File: src/rtl/uart_rx_fifo_pkg.sv
// Shared UART receive-path definitions: default character width, FIFO depth
// and the pointer-width derivation used by the receive FIFO.
package uart_rx_fifo_pkg;

    localparam int unsigned UART_DATA_WIDTH = 8;
    localparam int unsigned UART_FIFO_DEPTH = 8;

    // Pointer width for a power-of-two depth; COUNT needs one extra bit to reach DEPTH.
    function automatic int unsigned fifo_ptr_w(input int unsigned depth);
        return (depth > 1) ? $clog2(depth) : 1;
    endfunction

    localparam int unsigned UART_FIFO_PTR_W = fifo_ptr_w(UART_FIFO_DEPTH);

endpackage

File: src/rtl/uart_rx_fifo_if.sv
// Receive-FIFO bus: UART receiver write strobe, consumer pop handshake and flags.
// OVERRUN/OVERRUN_CLR exist only when UART_RX_FIFO_OVERRUN_EN is defined.
interface uart_rx_fifo_if #(
    parameter int unsigned DATA_WIDTH = uart_rx_fifo_pkg::UART_DATA_WIDTH,
    parameter int unsigned DEPTH      = uart_rx_fifo_pkg::UART_FIFO_DEPTH
);
    import uart_rx_fifo_pkg::*;

    localparam int unsigned CNT_W = fifo_ptr_w(DEPTH) + 1;

    logic [DATA_WIDTH-1:0] P_DATA_IN;
    logic                  DATA_VALID_IN;
    logic                  RD_EN;
    logic [DATA_WIDTH-1:0] RD_DATA;
    logic                  RD_VALID;
    logic                  EMPTY;
    logic                  FULL;
    logic [CNT_W-1:0]      COUNT;
`ifdef UART_RX_FIFO_OVERRUN_EN
    logic                  OVERRUN_CLR;
    logic                  OVERRUN;

    modport slave (
        input  P_DATA_IN, DATA_VALID_IN, RD_EN, OVERRUN_CLR,
        output RD_DATA, RD_VALID, EMPTY, FULL, COUNT, OVERRUN
    );
    modport master (
        output P_DATA_IN, DATA_VALID_IN, RD_EN, OVERRUN_CLR,
        input  RD_DATA, RD_VALID, EMPTY, FULL, COUNT, OVERRUN
    );
`else
    modport slave (
        input  P_DATA_IN, DATA_VALID_IN, RD_EN,
        output RD_DATA, RD_VALID, EMPTY, FULL, COUNT
    );
    modport master (
        output P_DATA_IN, DATA_VALID_IN, RD_EN,
        input  RD_DATA, RD_VALID, EMPTY, FULL, COUNT
    );
`endif

endinterface

File: src/rtl/uart_rx_fifo_mem.sv
// Receive-FIFO storage: one synchronous write port, one registered read port.
// The array itself is not reset; only the read register is.
module uart_rx_fifo_mem #(
    parameter int unsigned DATA_WIDTH = 8,
    parameter int unsigned DEPTH      = 8,
    parameter int unsigned ADDR_W     = 3
) (
    input  logic                  clk_i,
    input  logic                  rst_ni,
    input  logic                  wr_en_i,
    input  logic [ADDR_W-1:0]     wr_addr_i,
    input  logic [DATA_WIDTH-1:0] wr_data_i,
    input  logic                  rd_en_i,
    input  logic [ADDR_W-1:0]     rd_addr_i,
    output logic [DATA_WIDTH-1:0] rd_data_o
);

    logic [DATA_WIDTH-1:0] mem_q [DEPTH];
    logic [DATA_WIDTH-1:0] rd_data_q;

    always_ff @(posedge clk_i) begin
        if (wr_en_i) begin
            mem_q[wr_addr_i] <= wr_data_i;
        end
    end

    // Read returns the pre-write contents when both ports hit the same slot (full FIFO).
    always_ff @(posedge clk_i or negedge rst_ni) begin
        if (!rst_ni) begin
            rd_data_q <= '0;
        end else if (rd_en_i) begin
            rd_data_q <= mem_q[rd_addr_i];
        end
    end

    assign rd_data_o = rd_data_q;

endmodule

File: src/rtl/uart_rx_fifo.sv
// UART receive FIFO: pointers, occupancy count and flags around uart_rx_fifo_mem.
// Optional overrun flag enabled by defining UART_RX_FIFO_OVERRUN_EN.
module uart_rx_fifo
    import uart_rx_fifo_pkg::*;
#(
    parameter int unsigned DATA_WIDTH = UART_DATA_WIDTH,
    parameter int unsigned DEPTH      = UART_FIFO_DEPTH   // power of two, 2..64
) (
    input  logic          CLK_UART_RX_FIFO,
    input  logic          RST_UART_RX_FIFO,
    uart_rx_fifo_if.slave bus
);

    localparam int unsigned PTR_W = fifo_ptr_w(DEPTH);
    localparam int unsigned CNT_W = PTR_W + 1;

    logic [PTR_W-1:0] wr_ptr_q, wr_ptr_d;
    logic [PTR_W-1:0] rd_ptr_q, rd_ptr_d;
    logic [CNT_W-1:0] count_q, count_d;
    logic             empty_q, empty_d;
    logic             full_q, full_d;
    logic             rd_valid_q;
    logic             rd_acc_c;
    logic             wr_acc_c;

    // A read frees a slot this cycle, so a full FIFO still accepts a write alongside it.
    always_comb begin
        rd_acc_c = bus.RD_EN && !empty_q;
        wr_acc_c = bus.DATA_VALID_IN && (!full_q || rd_acc_c);
        wr_ptr_d = wr_ptr_q + PTR_W'(wr_acc_c);
        rd_ptr_d = rd_ptr_q + PTR_W'(rd_acc_c);
        count_d  = count_q + CNT_W'(wr_acc_c) - CNT_W'(rd_acc_c);
        empty_d  = (count_d == '0);
        full_d   = (count_d == CNT_W'(DEPTH));
    end

    always_ff @(posedge CLK_UART_RX_FIFO or negedge RST_UART_RX_FIFO) begin
        if (!RST_UART_RX_FIFO) begin
            wr_ptr_q   <= '0;
            rd_ptr_q   <= '0;
            count_q    <= '0;
            empty_q    <= 1'b1;
            full_q     <= 1'b0;
            rd_valid_q <= 1'b0;
        end else begin
            wr_ptr_q   <= wr_ptr_d;
            rd_ptr_q   <= rd_ptr_d;
            count_q    <= count_d;
            empty_q    <= empty_d;
            full_q     <= full_d;
            rd_valid_q <= rd_acc_c;
        end
    end

    uart_rx_fifo_mem #(
        .DATA_WIDTH (DATA_WIDTH),
        .DEPTH      (DEPTH),
        .ADDR_W     (PTR_W)
    ) u_mem (
        .clk_i      (CLK_UART_RX_FIFO),
        .rst_ni     (RST_UART_RX_FIFO),
        .wr_en_i    (wr_acc_c),
        .wr_addr_i  (wr_ptr_q),
        .wr_data_i  (bus.P_DATA_IN),
        .rd_en_i    (rd_acc_c),
        .rd_addr_i  (rd_ptr_q),
        .rd_data_o  (bus.RD_DATA)
    );

    assign bus.RD_VALID = rd_valid_q;
    assign bus.COUNT    = count_q;
    assign bus.EMPTY    = empty_q;
    assign bus.FULL     = full_q;

`ifdef UART_RX_FIFO_OVERRUN_EN
    logic overrun_q, overrun_d;

    // A dropped character wins over a simultaneous clear.
    always_comb begin
        overrun_d = overrun_q;
        if (bus.DATA_VALID_IN && !wr_acc_c) begin
            overrun_d = 1'b1;
        end else if (bus.OVERRUN_CLR) begin
            overrun_d = 1'b0;
        end
    end

    always_ff @(posedge CLK_UART_RX_FIFO or negedge RST_UART_RX_FIFO) begin
        if (!RST_UART_RX_FIFO) begin
            overrun_q <= 1'b0;
        end else begin
            overrun_q <= overrun_d;
        end
    end

    assign bus.OVERRUN = overrun_q;
`endif

endmodule

File: src/flat_wrapper.sv
// flat-port wrapper written by rule: the top's interface ports become plain ports
module uart_rx_fifo_flat import uart_rx_fifo_pkg::*;
#(
    parameter int unsigned DATA_WIDTH = UART_DATA_WIDTH,
    parameter int unsigned DEPTH      = UART_FIFO_DEPTH                         
)
  (CLK_UART_RX_FIFO, RST_UART_RX_FIFO, bus_P_DATA_IN, bus_DATA_VALID_IN, bus_RD_EN, bus_RD_DATA, bus_RD_VALID, bus_EMPTY, bus_FULL, bus_COUNT);
  uart_rx_fifo_if #(.DATA_WIDTH(DATA_WIDTH), .DEPTH(DEPTH)) bus_i ();
  input  logic CLK_UART_RX_FIFO;
  input  logic RST_UART_RX_FIFO;
  input wire logic [$bits(bus_i.P_DATA_IN)-1:0] bus_P_DATA_IN;
  input wire logic [$bits(bus_i.DATA_VALID_IN)-1:0] bus_DATA_VALID_IN;
  input wire logic [$bits(bus_i.RD_EN)-1:0] bus_RD_EN;
  output wire logic [$bits(bus_i.RD_DATA)-1:0] bus_RD_DATA;
  output wire logic [$bits(bus_i.RD_VALID)-1:0] bus_RD_VALID;
  output wire logic [$bits(bus_i.EMPTY)-1:0] bus_EMPTY;
  output wire logic [$bits(bus_i.FULL)-1:0] bus_FULL;
  output wire logic [$bits(bus_i.COUNT)-1:0] bus_COUNT;
  assign bus_i.P_DATA_IN = bus_P_DATA_IN;
  assign bus_i.DATA_VALID_IN = bus_DATA_VALID_IN;
  assign bus_i.RD_EN = bus_RD_EN;
  assign bus_RD_DATA = bus_i.RD_DATA;
  assign bus_RD_VALID = bus_i.RD_VALID;
  assign bus_EMPTY = bus_i.EMPTY;
  assign bus_FULL = bus_i.FULL;
  assign bus_COUNT = bus_i.COUNT;
  uart_rx_fifo #(.DATA_WIDTH(DATA_WIDTH), .DEPTH(DEPTH)) u_core (.CLK_UART_RX_FIFO(CLK_UART_RX_FIFO), .RST_UART_RX_FIFO(RST_UART_RX_FIFO), .bus(bus_i));
endmodule
File: config.mk
export PLATFORM = sky130hd
export DESIGN_NAME = uart_rx_fifo_flat
export DESIGN_NICKNAME = d
export VERILOG_FILES = /design/src/rtl/uart_rx_fifo_pkg.sv /design/src/rtl/uart_rx_fifo_if.sv /design/src/rtl/uart_rx_fifo_mem.sv /design/src/rtl/uart_rx_fifo.sv /design/src/flat_wrapper.sv
export SDC_FILE = /design/constraint.sdc
export NUM_CORES = 1
export LEC_CHECK = 0
export BUFFER_PORTS_ARGS = -buffer_cell sky130_fd_sc_hd__buf_2
export CAP_MARGIN = 20
export CORE_MARGIN = 5
export CORE_UTILIZATION = 53
export DETAILED_ROUTE_END_ITERATION = 16
export PLACE_DENSITY = 0.81
export SYNTH_ARGS = -nofsm -noshare
export SYNTH_HDL_FRONTEND = slang
export SYNTH_HIERARCHICAL = 1
export SYNTH_SLANG_ARGS = --single-unit
File: constraint.sdc
create_clock -name CLK_UART_RX_FIFO -period 2.4 [get_ports CLK_UART_RX_FIFO]
set_input_delay 0.12 -clock CLK_UART_RX_FIFO [delete_from_list [all_inputs] [get_ports CLK_UART_RX_FIFO]]
set_output_delay 0.12 -clock CLK_UART_RX_FIFO [all_outputs]
set_load 0.02 [all_outputs]
# Word-level counts from Yosys, hierarchy flattened
# Memories as Yosys holds them, arrays and structs flattened. A register that Yosys moved wholly into a read port is not among the register bits.
# Index checks and enable logic that the tools add are counted.
# word_totals
reg_bits	13
latchBits	0
ram_bits	64
romBits	0
mem_count	1
# op_classes
n_addsub	4
mul	0
div_mod_pow	0
order_cmp	0
eq_ne	1
shifts	0
muxes	2
n_bitwise	0
reduce_logical	7
# mem_list
name	depth	word_bits	rd	rd_clocked_by_memory_dff	write_ports	line	source
u_core.u_mem.mem_q	8	8	1	1	1	uart_rx_fifo_mem.sv:18	logic [DATA_WIDTH-1:0] mem_q [DEPTH];
# op_table
op	count
adder 3 x 1 -> 3 bit	2
adder 4 x 1 -> 4 bit	1
equality test 4 bit, second input constant	1
zero test 4 bit	1
subtractor 4 x 1 -> 4 bit	1
zero test 1 bit	3
logical AND 1 bit	2
two-way mux 1 bit	2
logical OR 1 bit	1

# Longest topological paths before layout
# Gate-level depths: netlist (run 1).
# logic_depth
ltp_word	7
mapped_depth	11
depth_no_buf	11

# Cells and area by module
# The synthesis (run 1) kept the hierarchy.
# by_module_without_submodules
module	n_inst	cells_each	area_per_inst_um2	seq_area_each_um2
uart_rx_fifo_mem	1	169	2861.5	2122.0
uart_rx_fifo	1	44	578.1	326.6

# Worst setup path before layout (run 1)
# Ideal clock, no wire load.
# synth_timing
kind	flip-flop to flip-flop
from	reg u_core.empty_q, in the netlist u_core/bus.EMPTY
to	reg u_core.full_q, in the netlist u_core/bus.FULL
t_arrival_ps	2583
setup_slack_ps	-250
stages_incl_launch_ff	12
n_path_buf	0
period_less_slack_ps	2650
path_cell_list	dfstp_2 nor2b_1 nand2b_1 nand2_1 ha_1 inv_1 ha_1 inv_1 fa_1 inv_1 or3_1 and3b_1
# synth_via
elab_chain_cells	7
# synth_lines
element	line	source
start, declared	uart_rx_fifo.sv:20	logic empty_q, empty_d;
start signal, assigned	uart_rx_fifo.sv:49	empty_q <= empty_d;
zero test 1 bit (*)	uart_rx_fifo.sv:28	rd_acc_c = bus.RD_EN && !empty_q;
logical AND 1 bit (*)	uart_rx_fifo.sv:28	
net u_core.rd_acc_c	uart_rx_fifo.sv:23	logic rd_acc_c;
logical OR 1 bit	uart_rx_fifo.sv:29	wr_acc_c = bus.DATA_VALID_IN && (!full_q || rd_acc_c);
logical AND 1 bit	uart_rx_fifo.sv:29	
adder 4 x 1 -> 4 bit	uart_rx_fifo.sv:32	count_d = count_q + CNT_W'(wr_acc_c) - CNT_W'(rd_acc_c);
subtractor 4 x 1 -> 4 bit (*)	uart_rx_fifo.sv:32	
net u_core.count_d[1]	uart_rx_fifo.sv:19	logic [CNT_W-1:0] count_q, count_d;
equality test 4 bit (*)	uart_rx_fifo.sv:34	full_d = (count_d == CNT_W'(DEPTH));
net u_core.full_d	uart_rx_fifo.sv:21	logic full_q, full_d;
end signal, assigned	uart_rx_fifo.sv:50	full_q <= full_d;
end, declared	uart_rx_fifo.sv:21	
# The timed path passes the listed nets; every way through them passes the cells marked *.

# Worst setup path in the final report (run 1)
# Same ends and word-level chain as after synthesis.

==> flow_summary.json, run 1 <==
{
  "slew_viol_final": 0,
  "cts_tree": "done",
  "grt_max_degree": 42,
  "r2r-start": "u_core/bus.EMPTY",
  "synthAdderAreaFrac": 0.0349,
  "antenna_left": 0,
  "initial_core_util": 0.542,
  "cts_sinks": 85,
  "outcome": "finished, final reports clean",
  "htree_num_levels": 3,
  "synth_top_family_by_area": "simple AND/OR/NAND/NOR gates",
  "skew_ps": 12.6,
  "hold_class": "input port to flip-flop",
  "num_io_pins": 27,
  "holdPathStages": 1,
  "final_core_util": 0.622,
  "finalPower_mw": 4.78,
  "cp-start-kind": "flip-flop",
  "root_buffer": "clkbuf_8",
  "vias": 1872,
  "area_growth_pct": 14.8,
  "dp.final_hpwl_um": 3970,
  "finalCritPeriodShare": 0.989,
  "die_w_um": 90.6,
  "holdCritStartpoint": "bus_P_DATA_IN[2]",
  "diodes": 0,
  "rows": 29,
  "grt_usage": 0.159,
  "worstMarginPinSlew_ps": 806,
  "overflow": 0,
  "clockBufferDepth": 2,
  "route.detailed.drc": 0,
  "synthCells": 213,
  "gp_congestion": 0.726,
  "drt_iter0_markers": 159,
  "hold_end": "u_core/u_mem/mem_q[6][2]",
  "portBuffers": 26,
  "power_leakage_nw": 1.57,
  "synth_warnings": 6,
  "reg2reg_slack_ps": 30,
  "rsz0062_at_grt": "true",
  "coreArea_mm2": 0.00635,
  "drt_wl_total_um": 6200,
  "die_area_mm2": 0.00820,
  "ys_seq_area_frac": 0.712,
  "critPathKind": "flip-flop to flip-flop",
  "cp_data_required_time_ps": 2680,
  "synth_area_mm2": 0.00344,
  "grt_pass1_wl_um": 9880,
  "setup_viol": 0,
  "synth_xor_area_frac": 0.0102,
  "drt_first_pass_iters": 4,
  "synth-simple-area-share": 0.0800,
  "path_max_fanout": 2,
  "maxCapViolCount": 0,
  "insertion_delay_ps": 350,
  "nFillCells": 428,
  "dp_slack_ps": -25.0,
  "grt_pass1_vias": 1860,
  "holdWs_ps": 40.1,
  "syn_nets": 234,
  "fmax_ghz": 0.421,
  "synth_edf_count": 64,
  "synth_top_flop_cell": "edfxtp_1",
  "ys_types": 33,
  "r2r-end": "u_core/bus.FULL",
  "nets": 275,
  "fin_crit_ps": 2370,
  "ir_worst_vdd_mv": 0.966,
  "cp_data_arrival_time_ps": 2660,
  "async_reset_ff_frac": 0.247,
  "viasPerCell": 5.57,
  "wl_per_cell_um": 18.5,
  "drive_above_1_share": 0.247,
  "antenna_found_initial": 0,
  "cp-end-kind": "flip-flop",
  "power_per_cell_area_mw_per_mm2": 1210,
  "synth_compound_area_frac": 0.0662,
  "slew_headroom": 0.461,
  "fin_setup_tns_ps": 0,
  "synthMuxAreaShare": 0.0698,
  "clk_pin_slew_ps": 90,
  "ys_ff_latch": 85,
  "numCtsBuffers": 9,
  "hold_viol": 0,
  "die_h_um": 90.6,
  "ff2ff_path_depth": 11,
  "finalWorstSetupSlack_ps": 27.2,
  "postSynthAreaPerCell_um2": 16.1
}
through the flow:
step,instance area [um^2],std cells
floorplan,3460,213
global placement,3650,312
detailed placement,3650,312
CTS,3930,335
global route,3950,336
finish,3950,336
critical path: stages, from the launching register on:
cell      delay, ps
dfstp_2         560
nor2b_4          40
nand2b_4        140
nand2_4          60
ha_4            190
inv_2            60
ha_4            130
inv_2            30
fa_1            480
inv_1            50
or3_4           360
and3b_1         210
kinds of logic (layout without fill, tap and decap cells):
kind of cell               Yosys count  after routing
buffers and inverters               15             61
DFF                                 85             85
muxes                               24             24
and+or+nand+nor                     49             49
xor gates and xnor gates             4              4
adders and majority gates            9              9
AOI/OAI and AO/OA                   27             27
timing repair:
item / 4_1_cts / 5_1_grt
gates cloned: 0 / 0
resized for setup: 6 / 2
pin swaps: 2 / 2
buffers inserted: 6 / 1
hold buffers: 1 / 0
endpoints found under the setup margin: 1 / 3
endpoints found under the hold margin: 20 / 0
flip-flops by register name (all words and copies together), names as in the netlist:
name / count
u_core/u_mem/mem_q: 64
u_core/u_mem/rd_data_o: 8
u_core/bus.COUNT: 4
u_core/rd_ptr_q: 3
u_core/wr_ptr_q: 3
u_core/bus.EMPTY: 1
u_core/bus.FULL: 1
u_core/bus.RD_VALID: 1
worst max path at each step:
stage	from	to	slack (ps)	depth (start not counted)
floorplan	u_core/bus.EMPTY	u_core/bus.FULL	-40	11
global placement	u_core/bus.EMPTY	u_core/bus.FULL	40	11
detailed placement	u_core/bus.EMPTY	u_core/bus.FULL	-20	11
CTS	u_core/bus.EMPTY	u_core/bus.FULL	-3	11
global route	u_core/bus.EMPTY	u_core/bus.FULL	-40	11
finish	u_core/bus.EMPTY	u_core/bus.FULL	30	11
layout by cell type (no fill, tap or decap), types with 3 or more instances in the layout:
master and count:
a211o_1 8, a22oi_1 8, a41o_1 8, buf_2 26, buf_4 12, clkbuf_8 9
dfrtp_1 20, edfxtp_1 64, ha_1 6, inv_1 4, inv_6 3, mux2i_1 24
nand2b_1 4, nand3_1 8, nor2_1 6, nor2b_1 16
area by class of cell:
class,instances,area (um^2),share of cell area
clock buffer,10,128,0.0323
inverter,6,22.5,0.00570
clock inverter,6,68.8,0.0174
timing repair buffer,39,230,0.0583
multi-input combinational,113,955,0.242
tap,77,96.3,0.0244
sequential,85,2450,0.620
Yosys cell counts (2+ instances only):
| cell | instances | share of area |
|---|---|---|
| and2_1 | 2 | 0.0036 |
| inv_1 | 6 | 0.0065 |
| buf_2 | 2 | 0.0029 |
| buf_4 | 2 | 0.0044 |
| nand2_1 | 3 | 0.0033 |
| a211o_1 | 8 | 0.020 |
| a22oi_1 | 8 | 0.017 |
| nor2_1 | 6 | 0.0065 |
| nor2b_1 | 17 | 0.031 |
| a41o_1 | 8 | 0.023 |
| mux2i_1 | 24 | 0.070 |
| dfrtp_1 | 20 | 0.15 |
| edfxtp_1 | 64 | 0.56 |
| nor3_1 | 2 | 0.0029 |
| nand3_1 | 8 | 0.012 |
| buf_6 | 2 | 0.0065 |
| xnor2_1 | 2 | 0.0051 |
| nand2b_1 | 5 | 0.0091 |
| xor2_1 | 2 | 0.0051 |
| or3_1 | 2 | 0.0036 |
| ha_1 | 8 | 0.029 |
per-layer routing:
layer,GRT usage,vias to the layer above,part of all wire
li1,-,887,-
met5,0,-,0
met2,0.235,43,0.47
met3,0.0442,8,0.043
met1,0.225,934,0.47
met4,0.0558,0,0.014
report_power, final:
group          total, mW  internal, mW  switching [mW]
Combinational       1.65         0.726           0.925
Clock              0.995         0.491           0.505
Sequential          2.13          1.92           0.212
No activity file was read; power rests on OpenSTA's default activity.
==> run 2: changes to the inputs <==
Settings changed: CORE_UTILIZATION 53 to 30, PLACE_DENSITY 0.81 to 0.53.
==> run 2 against run 1 <==
  * Clock skew is 6.1 ps lower
  * Non-clock buffer count is 2 higher
  * Combinational power is 4% lower
  * Sequential share of layout area is 3.1 points lower
  * Die area is 67% higher
  * Register-to-register slack worse by 20 ps
  * Critical path type unchanged
  * First-iteration DRC count is 30% lower
==> flow_summary.json, run 2 (synthesis results as in run 1) <==
{
  "outcome": "finished, final reports clean",
  "cp-start-kind": "flip-flop",
  "num_io_pins": 27,
  "nets": 277,
  "vias": 1841,
  "root_buffer": "clkbuf_16",
  "hold_viol": 0,
  "hold_class": "input port to flip-flop",
  "holdPathStages": 1,
  "layout_common_cells": "edfxtp_1, buf_2, mux2i_1",
  "final_area_mm2": 0.00415,
  "clk_pin_slew_ps": 60,
  "grt_usage": 0.105,
  "power_per_cell_area_mw_per_mm2": 1220,
  "critPathKind": "flip-flop to flip-flop",
  "largest_reg_flops": 64,
  "finalWorstSetupSlack_ps": 10.9,
  "finalPower_mw": 5.08,
  "ff2ff_path_depth": 11,
  "grt_pass1_vias": 1889,
  "die_area_mm2": 0.0137,
  "die_w_um": 117,
  "cts_sinks": 85,
  "critPathMaxStageDelay_ps": 550,
  "cp_data_required_time_ps": 2680,
  "cts_tree": "done",
  "skew_ps": 6.52,
  "finalCritPeriodShare": 0.995,
  "regMostFlops": "u_core/u_mem/mem_q",
  "cpMostUsedCell": "inv_2",
  "path_max_fanout": 4,
  "worstMarginPinSlew_ps": 550,
  "area_growth_pct": 20.8,
  "nFillCells": 1077,
  "diodes": 0,
  "route.detailed.drc": 0,
  "viasPerCell": 4.56,
  "cp_slowest_cell": "dfstp_2",
  "final_common_cell": "edfxtp_1",
  "register_area_mm2": 0.00245,
  "coreArea_mm2": 0.0113,
  "crit_buf_inv": 3,
  "holdCritStartpoint": "bus_P_DATA_IN[5]",
  "reg2reg_slack_ps": 10,
  "grt_max_degree": 42,
  "wl_per_cell_um": 16.3,
  "portBuffers": 26,
  "antenna_found_initial": 0,
  "drt_iter0_markers": 111,
  "crit_family": "adder cells",
  "initial_core_util": 0.304,
  "die_h_um": 117,
  "fmax_ghz": 0.419,
  "numCtsBuffers": 9,
  "crit_chain": "nor2b_4, nand2b_4, nand2_4, ha_4, inv_2, ha_4, inv_2, fa_1, inv_2, or3_4, and3b_1",
  "cp-end-kind": "flip-flop",
  "slew_viol_final": 0,
  "setup_viol": 0,
  "gp_congestion": 0.734,
  "ir_worst_vdd_mv": 0.927,
  "cp_data_arrival_time_ps": 2670,
  "drt_wl_total_um": 6570,
  "hold_end": "u_core/u_mem/mem_q[4][5]",
  "overflow": 0,
  "placed_cell_area_mm2": 0.00380,
  "power_leakage_nw": 1.64,
  "r2r-end": "u_core/bus.FULL",
  "fin_crit_ps": 2390,
  "multiInputGateArea_um2": 951,
  "antenna_left": 0,
  "rows": 39,
  "slew_headroom": 0.632,
  "clockBufferDepth": 2,
  "holdWs_ps": 69.7,
  "maxCapViolCount": 0,
  "dp.final_hpwl_um": 4280,
  "rsz0062_at_grt": "true",
  "insertion_delay_ps": 340,
  "drive_above_1_share": 0.249,
  "htree_num_levels": 3,
  "r2r-start": "u_core/bus.EMPTY",
  "dp_slack_ps": -6.31,
  "drt_first_pass_iters": 4,
  "grt_pass1_wl_um": 10500
}
-- run 2: cell type report --
type / count / share of cell area
flip-flops and latches: 85 / 0.589
multi-input cells: 113 / 0.229
repair buffers: 41 / 0.0620
clock buffers: 12 / 0.0593
well taps: 143 / 0.0431
clock inverters: 4 / 0.0117
inverters: 6 / 0.00542
-- run 2: worst max-delay path by stage --
stage	startpoint	to	slack [ps]	cells past startpoint
2_1_floorplan	u_core/bus.EMPTY	u_core/bus.FULL	-40	11
3_3_place_gp	u_core/bus.EMPTY	u_core/bus.FULL	10	11
3_5_place_dp	u_core/bus.EMPTY	u_core/bus.FULL	-6	11
4_1_cts	u_core/bus.EMPTY	u_core/bus.FULL	-10	11
5_1_grt	u_core/bus.EMPTY	u_core/bus.FULL	-70	11
6_report	u_core/bus.EMPTY	u_core/bus.FULL	10	11
-- run 2: per-stage QoR --
stage	util	instances	setup TNS, ps
CTS	0.363	402	-14.4
finish	0.367	404	0
floorplan	-	213	-35.8
global placement	0.336	385	0
detailed placement	0.336	385	-6.31
global route	0.367	404	-67.8
-- run 2: repair_timing --
item	in CTS	in global routing
endpoints found under the hold margin	20	0
hold buffers	1	0
setup buffers	0	2
cloned	0	0
endpoints found under the setup margin	1	2
resized for setup	1	7
pin swaps	0	2
-- run 2: per-layer routing --
metal	vias to the layer above	share of wire	track usage
met5	-	0	0
met1	913	0.49	0.141
met4	0	0.020	0.0619
met3	11	0.030	0.0216
met2	26	0.46	0.156
li1	891	-	-
-- run 2: where the power goes --
group	switching, mW	total, mW	internal (mW)	leakage [nW]
Combinational	0.893	1.59	0.693	0.660
Clock	0.546	1.38	0.833	0.147
Sequential	0.199	2.12	1.92	0.829
Total	1.64	5.08	3.45	1.64
==> run 3: changes to the inputs <==
Settings changed: GPL_ROUTABILITY_DRIVEN set to 0, PLACE_DENSITY 0.53 to 0.54.
==> run 3 against run 2 <==
  * Sequential share of layout area fell by 0.11 points
  * Core utilization is 0.066 points higher
  * Register-to-register slack improved by 30 ps
  * Critical path depth stayed put
  * Clock-buffer cell count unchanged
  * Sequential power about the same
  * Largest cell class unchanged
  * Largest power group unchanged
  * Highest routed layer unchanged
==> flow_summary.json, run 3 (synthesis results as in run 1) <==
{
  "hold_end": "u_core/u_mem/mem_q[5][7]",
  "setup_viol": 0,
  "power.switching_mw": 1.64,
  "grt_pass1_wl_um": 10600,
  "root_buffer": "clkbuf_16",
  "holdWs_ps": 61.8,
  "rows": 39,
  "largest_reg_flops": 64,
  "skew_ps": 4.31,
  "numCtsBuffers": 9,
  "drt_wl_total_um": 6530,
  "diodes": 0,
  "worstMarginPinSlew_ps": 592,
  "slew_headroom": 0.604,
  "outcome": "finished, final reports clean",
  "hold_viol": 0,
  "fmax_ghz": 0.423,
  "layout_common_cells": "edfxtp_1, buf_2, mux2i_1",
  "final_cells": 405,
  "critPathKind": "flip-flop to flip-flop",
  "insertion_delay_ps": 340,
  "die_h_um": 117,
  "regMostFlops": "u_core/u_mem/mem_q",
  "power_leakage_nw": 1.64,
  "nets": 278,
  "drt_iter0_markers": 169,
  "cts_tree": "done",
  "num_io_pins": 27,
  "grt_pass1_vias": 1907,
  "seqPwrFrac": 0.419,
  "overflow": 0,
  "holdCritStartpoint": "bus_P_DATA_IN[7]",
  "path_max_fanout": 2,
  "die_area_mm2": 0.0137,
  "viasPerCell": 4.55,
  "antenna_found_initial": 0,
  "cp-start-kind": "flip-flop",
  "r2r-start": "u_core/bus.EMPTY",
  "htree_num_levels": 3,
  "cp-end-kind": "flip-flop",
  "antenna_left": 0,
  "fin_setup_tns_ps": 0,
  "maxCapViolCount": 0,
  "area_growth_pct": 21.0,
  "dp.final_hpwl_um": 4340,
  "cp_data_required_time_ps": 2680,
  "initial_core_util": 0.304,
  "nFillCells": 1089,
  "wl_per_cell_um": 16.1,
  "grt_max_degree": 33,
  "fin_crit_ps": 2360,
  "holdPathStages": 1,
  "place_inst": 386,
  "drt_first_pass_iters": 4,
  "clockBufferDepth": 2,
  "coreArea_mm2": 0.0113,
  "die_w_um": 117,
  "route.detailed.drc": 0,
  "power_per_cell_area_mw_per_mm2": 1230,
  "final_common_cell": "edfxtp_1",
  "p_int_mw": 3.46,
  "ir_worst_vdd_mv": 0.569,
  "drive_above_1_share": 0.252,
  "register_area_mm2": 0.00245,
  "cts_sinks": 85,
  "rsz0062_at_grt": "true",
  "p_sw_frac": 0.322,
  "finalCritPeriodShare": 0.985,
  "slew_viol_final": 0,
  "portBuffers": 26,
  "r2r-end": "u_core/bus.FULL",
  "grt_usage": 0.106,
  "vias": 1843,
  "power.share.combinational": 0.313,
  "hold_class": "input port to flip-flop",
  "multiInputGateArea_um2": 951,
  "reg2reg_slack_ps": 40,
  "cp_data_arrival_time_ps": 2640,
  "pwr-share-clk": 0.268,
  "clk_pin_slew_ps": 60,
  "ff2ff_path_depth": 11
}
==> run 3: cell type report <==
cell class | count | area share
repair buffers | 42 | 0.0637
well taps | 143 | 0.0430
inverters | 6 | 0.00541
flip-flops and latches | 85 | 0.588
clock buffers | 12 | 0.0592
multi-input cells | 113 | 0.229
clock inverters | 4 | 0.0117
==> run 3: worst max path at each step <==
stage	slack (ps)	to	from	cells past startpoint
2_1_floorplan	-40	u_core/bus.FULL	u_core/bus.EMPTY	11
3_3_place_gp	20	u_core/bus.FULL	u_core/bus.EMPTY	11
3_5_place_dp	-30	u_core/bus.FULL	u_core/bus.EMPTY	11
4_1_cts	-8	u_core/bus.FULL	u_core/bus.EMPTY	11
5_1_grt	-30	u_core/bus.FULL	u_core/bus.EMPTY	11
6_report	40	u_core/bus.FULL	u_core/bus.EMPTY	11
==> run 3: power by group through the flow <==
stage | clock, mW | sequential [mW] | combinational (mW)
3_3_place_gp | 0 | 2.16 | 1.55
6_report | 1.37 | 2.13 | 1.60
4_1_cts | 1.40 | 2.14 | 1.61
5_1_grt | 1.47 | 2.18 | 1.77
2_1_floorplan | 0 | 2.22 | 1.05
3_5_place_dp | 0 | 2.16 | 1.57
==> run 3: per-stage QoR <==
stage          total power [mW]   util  setup WS, ps  cell area, um^2
4_1_cts                    5.15  0.367         -7.77             4160
3_5_place_dp               3.73  0.336         -32.3             3810
3_3_place_gp               3.71  0.336          15.8             3810
6_report                   5.10  0.368          36.2             4160
5_1_grt                    5.42  0.368         -30.4             4160
2_1_floorplan              3.26      -         -35.8             3460
==> run 3: critical path, stage by stage, from the launching register on <==
cell and delay (ps):
dfstp_2 550, nor2b_4 40, nand2b_4 140, nand2_4 60, ha_4 190, inv_2 60
ha_4 120, inv_2 30, fa_1 490, inv_2 40, or3_4 360, and3b_1 210
==> run 3: layer usage <==
metal  wire length (um)  GRT usage  share of wire
met3                297     0.0329          0.046
met1               3080      0.143           0.47
met4                135     0.0482          0.021
met2               3010      0.157           0.46
met5                  0          0              0
==> run 3: repair_timing <==
item	in CTS	in global routing
endpoints found under the setup margin	1	2
buffers inserted	2	0
hold buffers	1	0
pin swaps	3	3
endpoints found under the hold margin	20	0
gates resized for setup	6	2
